## config.mk

```make
export PLATFORM = sky130hd
export DESIGN_NAME = tpu_tile_seq
export DESIGN_NICKNAME = d
export VERILOG_FILES = /design/src/rtl/tpu_pkg.sv /design/src/rtl/tpu_deskew.sv /design/src/rtl/tpu_tile_seq.sv
export SDC_FILE = /design/constraint.sdc
export NUM_CORES = 1
export LEC_CHECK = 0
export CAP_MARGIN = 20
export CORE_ASPECT_RATIO = 1.75
export CORE_UTILIZATION = 40
export DETAILED_ROUTE_END_ITERATION = 16
export HOLD_SLACK_MARGIN = 0.02
export PLACE_DENSITY_LB_ADDON = 0.12
export SYNTH_ARGS = -nofsm -noshare
export SYNTH_HDL_FRONTEND = slang
export SYNTH_SLANG_ARGS = --single-unit
export TNS_END_PERCENT = 1
```

## constraint.sdc

```tcl
create_clock -name clk -period 2.3 [get_ports clk]
set_clock_uncertainty 0.15 [all_clocks]
set_input_delay 0.345 -clock clk [delete_from_list [all_inputs] [get_ports clk]]
set_output_delay 0.345 -clock clk [all_outputs]
set_load 0.01 [all_outputs]
```

## src/rtl/tpu_pkg.sv

```systemverilog
// Shared types and defaults for the TPU tile sequencer.
//   seq_state_t : tile sequencer FSM states.
//   DEF_DATA_W  : default fixed-point element width.
//   DEF_ADDR_W  : default unified-buffer address width.
package tpu_pkg;

  localparam int DEF_DATA_W = 16;
  localparam int DEF_ADDR_W = 16;

  typedef enum logic [2:0] {
    IDLE,
    LOAD_W,
    SWITCH,
    STREAM,
    DONE
  } seq_state_t;

endpackage

```

## src/rtl/tpu_deskew.sv

```systemverilog
// Per-column deskew for the systolic array bottom row.
// Column j is delayed by (N-1-j) cycles so that all columns of one logical
// row line up, then every column is registered once.
//   clk, rst    : clock, synchronous active-high reset (valids only)
//   col_data    : staggered column data, column j at [j*DATA_W +: DATA_W]
//   col_vld     : per-column valid
//   row_data_p1 : aligned row data (unreset datapath)
//   row_vld_p1  : aligned per-column valid
module tpu_deskew
  import tpu_pkg::*;
#(
  parameter int N      = 2,
  parameter int DATA_W = DEF_DATA_W
) (
  input  logic                clk,
  input  logic                rst,
  input  logic [N*DATA_W-1:0] col_data,
  input  logic [N-1:0]        col_vld,
  output logic [N*DATA_W-1:0] row_data_p1,
  output logic [N-1:0]        row_vld_p1
);

  logic [N*DATA_W-1:0] data_p0;
  logic [N-1:0]        vld_p0;

  // Stage p0: per-column skew delay lines
  for (genvar j = 0; j < N; j++) begin : g_col
    localparam int D = N - 1 - j;
    if (D == 0) begin : g_direct
      assign data_p0[j*DATA_W +: DATA_W] = col_data[j*DATA_W +: DATA_W];
      assign vld_p0[j]                   = col_vld[j];
    end else begin : g_dly
      logic [DATA_W-1:0] dly_data [D];
      logic [D-1:0]      dly_vld;

      always_ff @(posedge clk) begin
        dly_data[0] <= col_data[j*DATA_W +: DATA_W];
        for (int k = 1; k < D; k++) begin
          dly_data[k] <= dly_data[k-1];
        end
      end

      always_ff @(posedge clk) begin
        if (rst) begin
          dly_vld <= '0;
        end else begin
          dly_vld[0] <= col_vld[j];
          for (int k = 1; k < D; k++) begin
            dly_vld[k] <= dly_vld[k-1];
          end
        end
      end

      assign data_p0[j*DATA_W +: DATA_W] = dly_data[D-1];
      assign vld_p0[j]                   = dly_vld[D-1];
    end
  end

  // Stage p1: common output register for all columns
  always_ff @(posedge clk) begin
    row_data_p1 <= data_p0;
  end

  always_ff @(posedge clk) begin
    if (rst) begin
      row_vld_p1 <= '0;
    end else begin
      row_vld_p1 <= vld_p0;
    end
  end

endmodule

```

## src/rtl/tpu_tile_seq.sv

```systemverilog
// N x N tile sequencer between the unified buffer (UB) and a systolic array.
// Accepts one matmul tile command, issues the weight read, waits for the
// weights to settle, pulses the shadow-to-active switch, starts input
// streaming, then deskews the column outputs into rows and writes each row
// back to the UB at consecutive addresses.
//   clk, rst               : clock, synchronous active-high reset
//   cmd_*                  : tile command (valid/ready, base addresses, rows)
//   rd_weight_start_out    : one-cycle weight read request, addr latched
//   rd_input_start_out     : one-cycle input read request, addr/loc latched
//   sys_switch_out         : one-cycle weight switch pulse
//   sys_data_in/valid_in   : staggered systolic bottom-row outputs
//   ub_wr_*                : row writeback beat
//   busy_out, done_out     : status, done is a one-cycle pulse
//   err_out                : sticky deskew misalignment flag
module tpu_tile_seq
  import tpu_pkg::*;
#(
  parameter int N      = 2,
  parameter int DATA_W = DEF_DATA_W,
  parameter int ADDR_W = DEF_ADDR_W,
  parameter int ROWS_W = 6
) (
  input  logic                clk,
  input  logic                rst,
  input  logic                cmd_valid_in,
  output logic                cmd_ready_out,
  input  logic [ROWS_W-1:0]   cmd_w_addr_in,
  input  logic [ROWS_W-1:0]   cmd_x_addr_in,
  input  logic [ADDR_W-1:0]   cmd_y_addr_in,
  input  logic [ROWS_W-1:0]   cmd_rows_in,
  output logic                rd_weight_start_out,
  output logic [ROWS_W-1:0]   rd_weight_addr_out,
  output logic                rd_input_start_out,
  output logic [ROWS_W-1:0]   rd_input_addr_out,
  output logic [ROWS_W-1:0]   rd_input_loc_out,
  output logic                sys_switch_out,
  input  logic [N*DATA_W-1:0] sys_data_in,
  input  logic [N-1:0]        sys_valid_in,
  output logic [ADDR_W-1:0]   ub_wr_addr_out,
  output logic                ub_wr_addr_valid_out,
  output logic [N*DATA_W-1:0] ub_wr_data_out,
  output logic [N-1:0]        ub_wr_valid_out,
  output logic                busy_out,
  output logic                done_out,
  output logic                err_out
);

  // Weight load wait covers N weight rows plus N cycles of column skew.
  localparam int              CNT_W     = $clog2(2*N + 1);
  localparam logic [CNT_W-1:0] LOAD_LAST = CNT_W'(2*N - 1);

  seq_state_t state_q, state_d;

  logic [ROWS_W-1:0]   w_addr_q;
  logic [ROWS_W-1:0]   x_addr_q;
  logic [ROWS_W-1:0]   rows_q;
  logic [ROWS_W-1:0]   row_idx_q;
  logic [ADDR_W-1:0]   y_addr_q;
  logic [CNT_W-1:0]    wait_cnt_q;
  logic                in_first_q;
  logic                err_q;

  logic [N*DATA_W-1:0] row_data_p1;
  logic [N-1:0]        row_vld_p1;

  logic                accept;
  logic                beat;
  logic                misalign;
  logic                last_beat;

  tpu_deskew #(
    .N      (N),
    .DATA_W (DATA_W)
  ) u_deskew (
    .clk         (clk),
    .rst         (rst),
    .col_data    (sys_data_in),
    .col_vld     (sys_valid_in),
    .row_data_p1 (row_data_p1),
    .row_vld_p1  (row_vld_p1)
  );

  always_ff @(posedge clk) begin
    if (rst) begin
      state_q <= IDLE;
    end else begin
      state_q <= state_d;
    end
  end

  always_comb begin
    state_d              = state_q;
    accept               = 1'b0;
    beat                 = 1'b0;
    misalign             = 1'b0;
    last_beat            = (row_idx_q == rows_q - ROWS_W'(1));
    cmd_ready_out        = 1'b0;
    busy_out             = 1'b1;
    done_out             = 1'b0;
    rd_weight_start_out  = 1'b0;
    rd_input_start_out   = 1'b0;
    sys_switch_out       = 1'b0;

    case (state_q)
      IDLE: begin
        cmd_ready_out = 1'b1;
        busy_out      = 1'b0;
        if (cmd_valid_in) begin
          accept  = 1'b1;
          state_d = (cmd_rows_in == '0) ? DONE : LOAD_W;
        end
      end
      LOAD_W: begin
        rd_weight_start_out = (wait_cnt_q == '0);
        if (wait_cnt_q == LOAD_LAST) begin
          state_d = SWITCH;
        end
      end
      SWITCH: begin
        sys_switch_out = 1'b1;
        state_d        = STREAM;
      end
      STREAM: begin
        rd_input_start_out = in_first_q;
        // A partial row means the columns drifted apart: drop it, flag it.
        if (row_vld_p1 == '1) begin
          beat = 1'b1;
          if (last_beat) begin
            state_d = DONE;
          end
        end else if (row_vld_p1 != '0) begin
          misalign = 1'b1;
        end
      end
      DONE: begin
        done_out = 1'b1;
        state_d  = IDLE;
      end
      default: begin
        state_d = IDLE;
      end
    endcase
  end

  always_ff @(posedge clk) begin
    if (rst) begin
      w_addr_q   <= '0;
      x_addr_q   <= '0;
      rows_q     <= '0;
      y_addr_q   <= '0;
      row_idx_q  <= '0;
      wait_cnt_q <= '0;
      in_first_q <= 1'b0;
      err_q      <= 1'b0;
    end else begin
      // Marks the first STREAM cycle for the input read pulse.
      in_first_q <= (state_q == SWITCH);
      if (accept) begin
        w_addr_q   <= cmd_w_addr_in;
        x_addr_q   <= cmd_x_addr_in;
        rows_q     <= cmd_rows_in;
        y_addr_q   <= cmd_y_addr_in;
        row_idx_q  <= '0;
        wait_cnt_q <= '0;
      end
      if (state_q == LOAD_W) begin
        wait_cnt_q <= wait_cnt_q + CNT_W'(1);
      end
      if (beat) begin
        row_idx_q <= row_idx_q + ROWS_W'(1);
      end
      if (misalign) begin
        err_q <= 1'b1;
      end
    end
  end

  assign rd_weight_addr_out   = w_addr_q;
  assign rd_input_addr_out    = x_addr_q;
  assign rd_input_loc_out     = rows_q;
  assign err_out              = err_q;

  // Address wraps modulo 2^ADDR_W; outputs stay quiet between beats.
  assign ub_wr_addr_valid_out = beat;
  assign ub_wr_valid_out      = {N{beat}};
  assign ub_wr_addr_out       = beat ? (y_addr_q + ADDR_W'(row_idx_q)) : '0;
  assign ub_wr_data_out       = beat ? row_data_p1 : '0;

endmodule

```

## After elaboration in Yosys (flattened, before gate mapping)

Memories as Yosys holds them, arrays and structs flattened. A register that Yosys moved wholly into a read port is not among the register bits.
Cells that the tools add are included.

- Flip-flop bits (word level): 83
- RAM bits: 16
- Bits of input ports: 71
- Output and inout bits: 76
- Logic and storage cells: 60
- Memories kept: 1

- $add $sub $neg: 4
- Eq/ne operators: 11
- Multiplexer cells: 25
- Reduce and logical (&&, ||, !) cells: 7

Memory list:

| memory | depth | width | read ports | clocked after Yosys merged registers in | write ports | RTL line | RTL |
|---|---|---|---|---|---|---|---|
| u_deskew.g_col[0].g_dly.dly_data | 1 | 16 | 1 | 1 | 1 | tpu_deskew.sv:33 | `logic [DATA_W-1:0] dly_data [D];` |

Operator list:

| kind | count |
|---|---|
| 32-bit two-way mux | 1 |
| 3-bit two-way mux | 7 |
| 16-bit by 6-bit adder with 16-bit output | 1 |
| 16-bit two-way mux | 1 |
| 1-bit two-way mux | 13 |
| 6-bit two-way mux | 2 |
| 3-bit case mux with 4 select lines | 1 |
| 3-bit by 2-bit == test with 1-bit output, second input constant | 3 |
| 2-bit inequality test, second input constant | 4 |
| 6-bit by 1-bit adder with 6-bit output, second input constant | 1 |
| 6-bit == test | 1 |
| 3-bit zero test | 2 |
| 6-bit zero test | 1 |
| 2-bit nonzero test | 3 |
| 6-bit by 1-bit subtractor with 6-bit output, second input constant | 1 |
| 4-bit AND reduction | 1 |
| 3-bit by 1-bit adder with 3-bit output, second input constant | 1 |
| 3-bit by 1-bit == test with 1-bit output, second input constant | 1 |
| 3-bit == test, second input constant | 1 |
| 2-bit == test, second input constant | 1 |

## Longest topological paths before layout

Gate-level depths: netlist (run 1).

- Depth after elaboration: 5
- Gate-level depth with buffers: 8
- Depth with buffers taken out: 8

## Modules after synthesis

A second synthesis (run 1) with hierarchy kept.

- Cell total of the unflattened synthesis: 436
- Area total of the unflattened synthesis: 3897.5 µm²

Modules (own cells, without submodules):

| module | instances | cells an instance | area each (µm²) | seq. area each (µm²) |
|---|---|---|---|---|
| tpu_tile_seq | 1 | 382 | 2857.7 | 960.9 |
| tpu_deskew | 1 | 54 | 1039.7 | 1021.0 |

## Worst setup path after synthesis (run 1)

No wires, ideal clock.

- Path type: reg2out
- Start point: register row_idx_q[0]
- End point: output ub_wr_addr_out[6]
- Arrival time: 1.919 ns
- Data required time: 1.805 ns
- Path slack: -0.114 ns
- Cell stages (with the launch flop): 9
- Buffers on the path: 0
- Path through: dfxtp_1 ha_1 inv_1 fa_1 nor2b_1 o21a_1 o21ai_1 a2111o_1 nand3_1

- Cells in the longest elaborated chain, start to end: 2

Ends and longest elaborated chain:

| item | RTL line | RTL |
|---|---|---|
| start: declaration | tpu_tile_seq.sv:57 | `logic [ROWS_W-1:0] row_idx_q;` |
| start signal: assignment | tpu_tile_seq.sv:170 | `row_idx_q <= row_idx_q + ROWS_W'(1);` |
| 16-bit by 6-bit adder with 16-bit output | tpu_tile_seq.sv:186 | `assign ub_wr_addr_out = beat ? (y_addr_q + ADDR_W'(row_idx_q)) : '0;` |
| 16-bit two-way mux | tpu_tile_seq.sv:186 |  |
| end: declaration | tpu_tile_seq.sv:39 | `output logic [ADDR_W-1:0] ub_wr_addr_out,` |

No other way between the ends.

## Worst setup path after layout (run 1)

- Start point: register row_idx_q[0]
- End point: output ub_wr_addr_out[8]

The elaborated chain is that of the path after synthesis.

==> results_dict.tcl, run 1 <==
set metrics [dict create \
    cts_tree "built" \
    ir_drop_mv 0.690 \
    yosys_warnings 0 \
    syn2layout_area_growth_pct 55.3 \
    synthesis.nets 518 \
    gp_congestion 0.835 \
    yosysSeqAreaShare 0.504 \
    clkSinkCount 99 \
    path_clk_slew_ps 70 \
    fmax_mhz 368 \
    period_share 1.18 \
    cp_cell_sequence "ha_4, inv_2, fa_2, nor2b_2, o21a_1, o21ai_4, a2111o_1, o21ai_1, buf_2" \
    htreeDepth 3 \
    synth-edff-count 0 \
    setup_violations 13 \
    grt_start_max_net_pins 39 \
    dp_hpwl_microns 7710 \
    avgSynthCellArea_sq_um 9.06 \
    final_hold_viol_count 0 \
    dr.pass1.iters 4 \
    crit_path_start_kind "register" \
    die_area_sq_mm 0.0102 \
    cts_made_buffers 9 \
    drive_above_1_share 0.193 \
    r2r_end "row_idx_q[3]" \
    cp-end-kind "primary output" \
    p_clk_frac 0.401 \
    track_usage 0.210 \
    finalMaxSlewViolations 0 \
    synth_cell_types 49 \
    n_fill_cell 847 \
    required_ps 1800 \
    insertion_delay_ps 340 \
    start_util 0.413 \
    rsz0062_at_grt "yes" \
    leakage_nw 2.75 \
    worstPathArrival_ps 2220 \
    p_comb_frac 0.114 \
    ctsHoldBuffers 0 \
    max_stage_delay_ps 380 \
    diodes 0 \
    vias_per_cell 4.97 \
    p_per_area_mw_per_mm2 624 \
    tightest_slew_ps 459 \
    post_drt_wl_per_cell_microns 14.3 \
    die_w_microns 76.9 \
    p_int_mw 2.91 \
    crit_type "reg2out" \
    hold_start "u_deskew.g_col[0].g_dly.dly_data[0][9]" \
    netlist_area_sq_mm 0.00393 \
    drt_iter0_drc 134 \
    drt.antenna.violating_nets 0 \
    hold_class "reg2reg" \
    clockBufferDepth 2 \
    cap_viol_max_count 0 \
    first_global_vias 3718 \
    grt_overflow 0 \
    die_h_microns 133 \
    violations "negative setup slack" \
    reg2reg_depth 7 \
    hold_depth 0 \
    pwr-share-seq 0.485 \
    synth_top_area_frac 0.504 \
    grt_pass1_wl_microns 17000 \
    synth_area_leaders "dfxtp_1 (50%), nand2_1 (7.5%), and3_1 (5.7%), a21oi_1 (4.7%), ha_1 (3.8%)" \
    switching_share 0.235 \
    synth_area_leader_cell "dfxtp_1" \
    cts-root-buf "clkbuf_16" \
    reg2reg_setup_slack_ps 360 \
    hold_end "u_deskew.row_data_p1[9]" \
    r2r-start "state_q[0]" \
    port-buffer-count 146 \
    grt_antenna_before_repair 0 \
    coreArea_sq_mm 0.00953 \
    finish.utilization 0.641 \
    slew_headroom 0.694 \
    whs_ps 177 \
    async_reset_ff_frac 0 \
    yosysMostFrequentCell "dfxtp_1" \
    num_vias 3669 \
    power_switching_uw 896 \
    synth-seq-cells 99 \
    synth_common_cells "dfxtp_1 (99), nand2_1 (79), a21oi_1 (37), and3_1 (36), nor2_1 (22)" \
    outcome "finished with violations" \
    layout.nets 695 \
    finalWirelength_microns 10600 \
    cp_max_fo 7 \
    synth_cells 434 \
    synthFlopType "dfxtp_1" \
    fin_crit_ps 2720 \
    total_power_mw 3.81 \
    pin_count 147 \
    drc 0 \
    cp_slowest_cell "a2111o_1" \
    core.rowCount 47 \
    fin_ws_ps -420 \
]
## stage by stage
stage	worst slack [ps]	setup TNS [ps]	std cells	instance area, sq um
finish	-420	-3180	738	6110
global route	-530	-4400	738	6110
CTS	-443	-4100	738	6080
detailed placement	-614	-4900	720	5740
global placement	-567	-4540	720	5740
floorplan	-11.1	-37.4	434	3940
## power by group through the flow
stage          clock [mW]  sequential, mW  combinational [mW]
2_1_floorplan           0            1.89               0.188
3_3_place_gp            0            1.88               0.421
3_5_place_dp            0            1.88               0.430
4_1_cts              1.57            1.84               0.435
5_1_grt              1.65            1.85               0.474
6_report             1.53            1.84               0.434
## layout by cell type (no fill, tap or decap), drive strengths merged, types with 3 or more instances in the layout
cell type,Yosys,layout
nor2,22,22
and3,36,36
xor2,11,11
and2,3,3
ha,12,12
nand4,4,4
inv,14,17
or2,4,4
o21ai,4,4
xnor2,4,4
dlygate4sd2,0,41
a31oi,6,6
a21boi,3,3
mux2i,3,3
nor3,7,7
nor2b,9,9
or3,3,3
dfxtp,99,99
a211oi,3,3
nand2,79,79
nor3b,4,4
clkdlybuf4s50,0,91
buf,14,58
nand3,13,13
a21oi,44,44
clkbuf,12,11
## state kept, by name, summed over array words and instances, names as in the netlist
signal / flops
u_deskew.row_data_p1: 32
u_deskew.row_vld_p1: 2
rd_input_loc_out: 6
rd_weight_addr_out: 6
err_out: 1
u_deskew.g_col.g_dly.dly_vld: 1
rd_input_addr_out: 6
row_idx_q: 6
u_deskew.g_col.g_dly.dly_data: 16
in_first_q: 1
state_q: 3
y_addr_q: 16
wait_cnt_q: 3
## worst max path at each step
stage	start	endpoint	slack (ps)	cells after the start
2_1_floorplan	row_idx_q[0]	ub_wr_addr_out[10]	-10	8
3_5_place_dp	y_addr_q[0]	ub_wr_addr_out[14]	-610	9
4_1_cts	row_idx_q[0]	ub_wr_addr_out[8]	-440	9
3_3_place_gp	y_addr_q[0]	ub_wr_addr_out[14]	-570	9
6_report	row_idx_q[0]	ub_wr_addr_out[8]	-420	9
5_1_grt	row_idx_q[0]	ub_wr_addr_out[8]	-530	9
## cells by family (layout without fill, tap and decap cells)
| kind of cell | after synthesis | in the layout | synth area share |
|---|---|---|---|
| xor gates and xnor gates | 15 | 15 | 0.0334 |
| DFF | 99 | 99 | 0.504 |
| adders and majority gates | 13 | 13 | 0.0433 |
| muxes | 3 | 3 | 0.00764 |
| buffers and inverters | 40 | 222 | 0.0554 |
| AOI/OAI and AO/OA | 73 | 73 | 0.117 |
| and+or+nand+nor | 191 | 191 | 0.239 |
## final cells by class
cell class              count  area [sq um]  share of cell area
clock buffers               9           225              0.0369
clock inverters             7          83.8              0.0137
inverters                  14          52.6             0.00861
multi-input cells         295          1880               0.308
flip-flops and latches     99          1990               0.326
well taps                 122           153              0.0250
repair buffers            192          1720               0.282
## worst max-delay path, delay by kind of cell (launching register included)
| family | cells | cell delay (ps) |
|---|---|---|
| AO/OA/AOI/OAI | 4 | 760 |
| adder cells (fa/ha/maj) | 2 | 470 |
| flip-flops | 1 | 350 |
| buffers and inverters | 2 | 170 |
| AND/OR/NAND/NOR | 1 | 140 |
## repair_timing
action,in CTS,in global routing
resized for setup,106,22
pin swaps,9,5
setup endpoints to repair,54,15
hold endpoints to repair,0,0
setup buffers,2,0
## layer usage
metal,global-route usage,vias to the layer above,share of wire
met5,0,-,0
met4,0.0887,0,0.026
met3,0.0500,19,0.050
met2,0.411,115,0.56
met1,0.203,1710,0.37
li1,-,1825,-
Note: power is estimated with default switching activity, not from simulation.
==> run 2: changes to the inputs <==
- CORE_UTILIZATION: 40 -> 30
==> results_dict.tcl, run 2 (same netlist as run 1, synthesis figures left out) <==
set metrics [dict create \
    cp_slowest_cell "a2111o_1" \
    largest_reg_flops 32 \
    seq_area_sq_mm 0.00199 \
    die_h_microns 153 \
    reg2reg_depth 7 \
    insertion_delay_ps 330 \
    tightest_slew_ps 502 \
    final_hold_viol_count 0 \
    track_usage 0.166 \
    crit_type "reg2out" \
    switching_share 0.236 \
    die_area_sq_mm 0.0136 \
    instances_no_fill 788 \
    outcome "finished with violations" \
    hold_class "reg2reg" \
    n_fill_cell 1297 \
    fmax_mhz 365 \
    r2r-start "rd_input_loc_out[1]" \
    required_ps 1800 \
    clockBufferDepth 2 \
    worstPathArrival_ps 2250 \
    grt_overflow 0 \
    drt.antenna.violating_nets 0 \
    dr.pass1.iters 4 \
    crit_path_start_kind "register" \
    cp_cell_sequence "ha_4, inv_2, fa_2, nor2b_2, o21a_1, o21ai_4, a2111o_1, o21ai_1, buf_2" \
    num_vias 3608 \
    top_register "u_deskew.row_data_p1" \
    crit_path_end "ub_wr_addr_out[8]" \
    port-buffer-count 146 \
    first_global_vias 3636 \
    fin_ws_ps -441 \
    max_stage_delay_ps 370 \
    fin_tns_setup_ps -3300 \
    total_power_mw 3.64 \
    ir_drop_mv 0.431 \
    path_clk_slew_ps 70 \
    r2r_end "state_q[1]" \
    cts_made_buffers 9 \
    finalMaxSlewViolations 0 \
    cp_max_fo 8 \
    post_drt_wl_per_cell_microns 13.7 \
    core.rowCount 55 \
    diodes 0 \
    violations "negative setup slack" \
    p_comb_frac 0.118 \
    htreeDepth 3 \
    fin_crit_ps 2740 \
    cp-end-kind "primary output" \
    layout.nets 696 \
    p_per_area_mw_per_mm2 592 \
    p_clk_frac 0.375 \
    placed_area_sq_mm 0.00580 \
    multi_input_comb_area_sq_mm 0.00185 \
    grt_start_max_net_pins 35 \
    grt_pass1_wl_microns 17200 \
    dp_cells 771 \
    pin_count 147 \
    cap_viol_max_count 0 \
    cts-root-buf "clkbuf_16" \
    setup_violations 14 \
    drive_above_1_share 0.182 \
    syn2layout_area_growth_pct 56.4 \
    pwr-share-seq 0.507 \
    reg2reg_setup_slack_ps 380 \
    finalWirelength_microns 10800 \
    reg.largest.list "u_deskew.row_data_p1 (32), u_deskew.g_col.g_dly.dly_data (16), y_addr_q (16)" \
    start_util 0.305 \
    coreArea_sq_mm 0.0129 \
    power_switching_uw 858 \
    period_share 1.19 \
    leakage_nw 2.81 \
    clkSinkCount 99 \
    slew_headroom 0.666 \
    p_int_mw 2.78 \
    vias_per_cell 4.58 \
    final_area_sq_mm 0.00615 \
    grt_antenna_before_repair 0 \
    rsz0062_at_grt "yes" \
    drt_iter0_drc 133 \
    die_w_microns 88.5 \
    cts_tree "built" \
    drc 0 \
    dp_hpwl_microns 8170 \
    final_cell_mix "dfxtp_1 (93), clkdlybuf4s50_1 (93), nand2_1 (79)" \
    crit_start "row_idx_q[0]" \
    gp_congestion 0.748 \
]
run 2: critical path, delay by kind of cell (launching register included):
family | cells | cell delay, ps
AND/OR/NAND/NOR | 1 | 140
adder cells (fa/ha/maj) | 2 | 480
buffers and inverters | 2 | 170
flip-flops | 1 | 360
AO/OA/AOI/OAI | 4 | 750
run 2: how the worst min path moves through the flow:
| stage | from | end | cells past startpoint |
|---|---|---|---|
| 2_1_floorplan | u_deskew.g_col[0].g_dly.dly_data[0][0] | u_deskew.row_data_p1[0] | 0 |
| 3_3_place_gp | u_deskew.g_col[0].g_dly.dly_data[0][14] | u_deskew.row_data_p1[14] | 0 |
| 3_5_place_dp | u_deskew.g_col[0].g_dly.dly_data[0][7] | u_deskew.row_data_p1[7] | 0 |
| 4_1_cts | u_deskew.g_col[0].g_dly.dly_data[0][7] | u_deskew.row_data_p1[7] | 0 |
| 5_1_grt | u_deskew.g_col[0].g_dly.dly_data[0][15] | u_deskew.row_data_p1[15] | 0 |
| 6_report | u_deskew.g_col[0].g_dly.dly_data[0][7] | u_deskew.row_data_p1[7] | 0 |
run 2: layout make-up:
cell class	instances	share of cell area
Clock buffer	10	0.0372
Inverter	14	0.00855
Timing Repair Buffer	193	0.289
Tap cell	171	0.0348
Sequential cell	99	0.324
Clock inverter	6	0.00651
Multi-Input combinational cell	295	0.301
run 2: per-layer routing:
metal,wire [microns],up-vias,track usage
met4,242,0,0.0653
met2,6080,91,0.318
met3,517,15,0.0373
met1,3980,1680,0.165
li1,-,1822,-
met5,0,-,0
run 2: stage by stage:
stage	setup slack, ps	utilization	hold WS [ps]
2_1_floorplan	-11.1	-	160
3_3_place_gp	-571	0.451	161
3_5_place_dp	-621	0.451	162
4_1_cts	-480	0.475	177
5_1_grt	-555	0.478	181
6_report	-441	0.478	176
run 2: what timing repair did:
| action | CTS | global route |
|---|---|---|
| hold buffers | 0 | 0 |
| resized for setup | 98 | 22 |
| hold endpoints to repair | 0 | 0 |
| setup endpoints to repair | 54 | 24 |
| pin swaps | 11 | 5 |
| setup buffers | 1 | 0 |
run 2: power by group through the flow:
stage,sequential (mW),clock [mW],combinational (mW)
floorplan,1.89,0,0.188
global placement,1.88,0,0.426
detailed placement,1.88,0,0.432
CTS,1.84,1.42,0.437
global route,1.85,1.49,0.476
finish,1.84,1.37,0.430
==> run 3: changes to the inputs <==
- GPL_ROUTABILITY_DRIVEN: not set -> 1
==> results of run 3 <==
Same layout as run 2: the final DEF is identical, and so are final timing and power.
